<file path="src/rtl/ahb_mtx_l1_in_stage.sv">
// rtl/ahb_mtx_l1_in_stage.sv - L1 AHB matrix input stage with address-phase holding register
// Optional feature macro: AHB_MTX_L1_IN_SEQ2NONSEQ_EN (held SEQ replayed as NONSEQ)
module ahb_mtx_l1_in_stage #(
    parameter int ADDR_W = 32
) (
    input  logic              HCLK,
    input  logic              HRESET,
    input  logic              HSELS,
    input  logic [ADDR_W-1:0] HADDRS,
    input  logic [1:0]        HTRANSS,
    input  logic              HWRITES,
    input  logic [2:0]        HSIZES,
    input  logic [2:0]        HBURSTS,
    input  logic [3:0]        HPROTS,
    input  logic              HREADYS,
    output logic              HREADYOUTS,
    output logic [1:0]        HRESPS,
    output logic              sel_in,
    output logic [ADDR_W-1:0] addr_in,
    output logic [1:0]        trans_in,
    output logic              write_in,
    output logic [2:0]        size_in,
    output logic [2:0]        burst_in,
    output logic [3:0]        prot_in,
    output logic              ready_in,
    output logic              held_tran,
    input  logic              active_dec,
    input  logic              readyout_dec,
    input  logic [1:0]        resp_dec
);

    localparam logic [0:0] ST_PASS = 1'b0;
    localparam logic [0:0] ST_HOLD = 1'b1;

    logic [0:0]        pend;
    logic              dphase;
    logic [ADDR_W-1:0] addr_q;
    logic [1:0]        trans_q;
    logic              write_q;
    logic [2:0]        size_q;
    logic [2:0]        burst_q;
    logic [3:0]        prot_q;
    logic              new_tran;
    logic              holding;
    logic [1:0]        trans_hold;

    assign new_tran = HSELS & HTRANSS[1] & HREADYS;
    assign holding  = (pend == ST_HOLD);

`ifdef AHB_MTX_L1_IN_SEQ2NONSEQ_EN
    // Arbitration may have split the burst, so a replayed SEQ restarts as NONSEQ
    assign trans_hold = (trans_q == 2'b11) ? 2'b10 : trans_q;
`else
    assign trans_hold = trans_q;
`endif

    always_ff @(posedge HCLK) begin
        if (HRESET) begin
            pend    <= ST_PASS;
            dphase  <= 1'b0;
            addr_q  <= '0;
            trans_q <= 2'b00;
            write_q <= 1'b0;
            size_q  <= 3'b000;
            burst_q <= 3'b000;
            prot_q  <= 4'b0000;
        end else if (!holding) begin
            if (new_tran && !active_dec) begin
                pend    <= ST_HOLD;
                dphase  <= 1'b0;
                addr_q  <= HADDRS;
                trans_q <= HTRANSS;
                write_q <= HWRITES;
                size_q  <= HSIZES;
                burst_q <= HBURSTS;
                prot_q  <= HPROTS;
            end else if (new_tran) begin
                dphase <= 1'b1;
            end else if (HREADYS) begin
                dphase <= 1'b0;
            end
        end else if (active_dec) begin
            pend   <= ST_PASS;
            dphase <= 1'b1;
        end
    end

    assign sel_in    = holding ? 1'b1       : HSELS;
    assign addr_in   = holding ? addr_q     : HADDRS;
    assign trans_in  = holding ? trans_hold : HTRANSS;
    assign write_in  = holding ? write_q    : HWRITES;
    assign size_in   = holding ? size_q     : HSIZES;
    assign burst_in  = holding ? burst_q    : HBURSTS;
    assign prot_in   = holding ? prot_q     : HPROTS;
    assign ready_in  = holding ? active_dec : HREADYS;
    assign held_tran = holding;

    // The master is stalled for every HOLD cycle; the decoder only answers once a data phase is open
    assign HREADYOUTS = holding ? 1'b0 : (dphase ? readyout_dec : 1'b1);
    assign HRESPS     = (dphase && !holding) ? resp_dec : 2'b00;

endmodule
</file>
<file path="config.mk">
export PLATFORM = sky130hd
export DESIGN_NAME = ahb_mtx_l1_in_stage
export DESIGN_NICKNAME = d
export VERILOG_FILES = /design/src/rtl/ahb_mtx_l1_in_stage.sv
export SDC_FILE = /design/constraint.sdc
export NUM_CORES = 1
export LEC_CHECK = 0
export CORE_UTILIZATION = 34
export CTS_BUF_LIST = sky130_fd_sc_hd__clkbuf_4 sky130_fd_sc_hd__clkbuf_8 sky130_fd_sc_hd__clkbuf_16
export CTS_CLUSTER_SIZE = 14
export DETAILED_ROUTE_END_ITERATION = 8
export SYNTH_ARGS = -nofsm -noshare
export SYNTH_HDL_FRONTEND = slang
export SYNTH_SLANG_ARGS = --single-unit
</file>
<file path="constraint.sdc">
create_clock -name HCLK -period 1.4 [get_ports HCLK]
set_input_delay 0.21 -clock HCLK [delete_from_list [all_inputs] [get_ports HCLK]]
set_output_delay 0.21 -clock HCLK [all_outputs]
set_load 0.005 [all_outputs]
</file>
# Yosys cells after proc, flatten, opt, wreduce, memory -nomap -nowiden
# Cells that the tools add are included.
# totals
ff_bits,47
inputBits,53
out_inout_bits,51
elab_cells,38
# op_classes
n_eq_ne,1
n_mux,19
bitwise,3
reduce_logical,7
# ops
cell,count
32-bit two-way mux,1
1-bit two-way mux,13
3-bit two-way mux,2
2-bit two-way mux,2
4-bit two-way mux,1
2-bit AND reduction,2
4-bit nonzero test,1
1-bit AND,2
1-bit logical AND,2
1-bit logical NOT,2
2-bit != test (second input constant),1
1-bit NOT,1

# Depth between registers and ports, before layout
# logic_depth
ltp_word,5
ltp_mapped,6
mapped_depth_nobuf,3

# Worst setup path before layout
# OpenSTA, ideal clock, no wires.
# synth_timing
kind,reg2out
start,"reg pend, in the netlist held_tran"
end,out addr_in[29]
arrival_time_ps,1098
required_ps,1190
path_slack_ps,92
path_stages_with_launch,4
n_path_buf,2
cell_sequence,dfxtp_1 -> buf_6 -> clkbuf_1 -> mux2_2
# synth_between
elab_chain_len,1
# synth_lines
element,line_no,source
start: declaration,35,logic [0:0] pend;
start signal: assignment,59,pend <= ST_PASS;
start signal: assignment,69,pend <= ST_HOLD;
start signal: assignment,83,pend <= ST_PASS;
32-bit two-way mux,89,assign addr_in = holding ? addr_q : HADDRS;
end: declaration,19,"output logic [ADDR_W-1:0] addr_in,"
# Every way passes these cells.

# Worst setup path after layout
# layout_timing
start,"reg pend, in the netlist held_tran"
end,out size_in[2]
# layout_between
elab_chain_len,1
# layout_lines
element,line_no,source
3-bit two-way mux,92,assign size_in = holding ? size_q : HSIZES;
end: declaration,22,"output logic [2:0] size_in,"
# Every way passes these cells.

==> impl_metrics.toml <==
[finish]
fin_nets = 441
fin_util_pct = 54.03
diodes = 0
design_area_mm2 = 0.004175
area_growth_pct = 54.21
final_layout_size_suffix_gt1_share_pct = 33.25

[routing]
postRouteWirelength_mm = 6.507
antenna_left = 0
routedWlPerCell_um = 13.28
drt-pass1-iter-count = 4
drc = 0
first_iter_violations = 38
vias = 2201
via_per_inst = 4.492

[clock_network]
worstSkewPairLatency_ns = 0.29
cts_num_sinks = 47
cts_tree = "built"
ctsRootBufferMaster = "clkbuf_8"
cts_buffers = 5
clock_path_buffers = 2
clkTransAtPathRegs_ns = 0.09
cts_max_level = 2

[place]
place_area_mm2 = 0.003965
dp_worst_setup_slack_ns = -0.3068
hpwl_mm = 4.057
gp_congestion = 0.7383
io_buffers = 103

[timing]
slew_headroom_pct = 75.30
worstMarginPinSlew_ns = 0.3705
fin_skew_ns = 0.004892
finalSetupTns_ns = -15.04
finalWorstSetupSlack_ns = -0.2995
min_period_over_period_pct = 121.4
final_max_slew_viol_count = 0
period_needed_ns = 1.699
hold_viol = 0
rsz0062_at_grt = "yes"
holdWs_ns = 0.3094
setup_violations = 96
fmax_mhz = 588.4

[critical_path]
endpoint_kind = "primary output"
worstPathRequired_ns = 1.19
critical_path.max_fanout = 18
worstPathArrival_ns = 1.49
start_kind = "flip-flop"
worstSetupPathType = "flip-flop to primary output"

[flow_run]
drv_cap = 0

[synthesis]
synth-seq-area-share_pct = 34.75
synth_edf_count = 0
synth.most_common_cell = "nand2b_1"
synth_area_mm2 = 0.002708
synth_commonest_cells = "88 x nand2b_1, 47 x dfxtp_1, 45 x mux2_2"
ys_ff_latch = 47
synth_cell_types = 20
synth_flop_cell = "dfxtp_1"
async_flop_share_pct = 0
synth_top_area_share_pct = 34.75
synthesis.nets = 314
synthCells = 261
ys_warn_count = 0
yosysTopAreaCell = "dfxtp_1"
synth_area_leaders = "dfxtp_1 35%, nand2b_1 20%, mux2_2 19%, mux2i_1 16%, buf_12 3.0%"
syn_avg_cell_area_um2 = 10.37

[worst_hold_path]
min_path_type = "input port to flip-flop"

[power_and_ir_drop]
p_sw_mw = 0.6862
internal-power_mw = 2.191
clockPowerShare_pct = 29.3
peakVddDrop_mv = 0.3332
sw_frac_of_total_pct = 23.85
cellPowerDensity_mw_per_mm2 = 689.0
p_leak_nw = 1.668
comb_power_share_pct = 22.6
seqPwrFrac_pct = 48.0

[grt]
grt_pass1_wl_mm = 10.15
gr-total-overflow = 0
grt_max_degree = 38
grt_pass1_vias = 2161
grt_use_total_pct = 15.22
antenna_found_initial = 0

[outcome]
status = "finished, violations left"
violations = "negative setup slack"

[die]
rows = 32
dieArea_mm2 = 0.008325
pin_count = 104
die_x_um = 91.24
die_h_um = 91.24
core_area_mm2 = 0.007727
start_util_pct = 35.04
==> cell usage in the layout, fill, tap and decap left out, types with 7 or more instances in the layout <==
cell type,instances
mux2_2,30
buf_6,7
mux2_4,15
buf_2,11
clkdlybuf4s50_1,51
dfxtp_1,46
clkbuf_2,20
nand2b_1,88
dlygate4sd2_1,16
buf_4,21
buf_12,7
mux2i_1,44
==> sequential cells by signal (all words and copies together), names as in the netlist <==
| register | count |
|---|---|
| dphase | 1 |
| size_q | 3 |
| held_tran | 1 |
| burst_q | 3 |
| prot_q | 4 |
| addr_q | 32 |
| trans_hold | 2 |
| write_q | 1 |
==> worst paths after layout <==
kind / start / endpoint / slack [ns] / cells past startpoint
worst max-delay path: held_tran / size_in[2] / -0.30 / 3
worst min register to register: prot_q[0] / prot_q[0] / 0.48 / 2
worst max register to register: held_tran / addr_q[24] / -0.16 / 7
worst min-delay path: HRESET / dphase / 0.31 / 2
==> final cells by class <==
type                            instances  area, um^2
Sequential cell                        47       944.7
Inverter                                2       7.507
Clock buffer                            6       82.58
Clock inverter                          1       5.005
Fill cell                             722        3552
Timing Repair Buffer                  141        1346
Tap cell                              102       127.6
Multi-Input combinational cell        191        1662
==> power groups by stage <==
stage | logic (mW) | clock network [mW] | registers [mW]
global route | 0.704 | 0.935 | 1.39
detailed placement | 0.669 | 0 | 1.41
floorplan | 0.269 | 0 | 1.41
global placement | 0.665 | 0 | 1.41
CTS | 0.638 | 0.878 | 1.38
finish | 0.651 | 0.844 | 1.38
==> through the flow <==
step	cells	power [mW]
2_1_floorplan	261	1.677
3_3_place_gp	468	2.078
3_5_place_dp	468	2.083
4_1_cts	482	2.897
5_1_grt	490	3.025
6_report	490	2.877
==> layer usage <==
layer	share of wire (%)	track usage, %
met1	47	18.47
met2	47	26.70
met3	5.2	4.020
met4	0.85	3.571
met5	0	0
==> critical path, cell delays in order (launching register included) <==
cell and delay, ns:
dfxtp_4 0.41, buf_12 0.17, mux2_2 0.35, dlygate4sd2_1 0.26
==> kinds of logic (layout without fill, tap and decap cells) <==
logic type,count (synthesis),after routing,synth area share [%]
DFF,47,47,34.75
muxes,89,89,34.98
buffers and inverters,23,150,6.331
and+or+nand+nor,98,98,22.83
AOI/OAI and AO/OA,4,4,1.109
==> repair_timing <==
| item | 4_1_cts | 5_1_grt |
|---|---|---|
| gates resized for setup | 107 | 50 |
| buffers inserted | 4 | 6 |
| hold endpoints to repair | 0 | 0 |
| pin swaps | 1 | 0 |
| setup endpoints to repair | 96 | 95 |
| gates cloned | 3 | 2 |
| hold buffers | 0 | 0 |
Note: power is estimated with default switching activity, not from simulation.
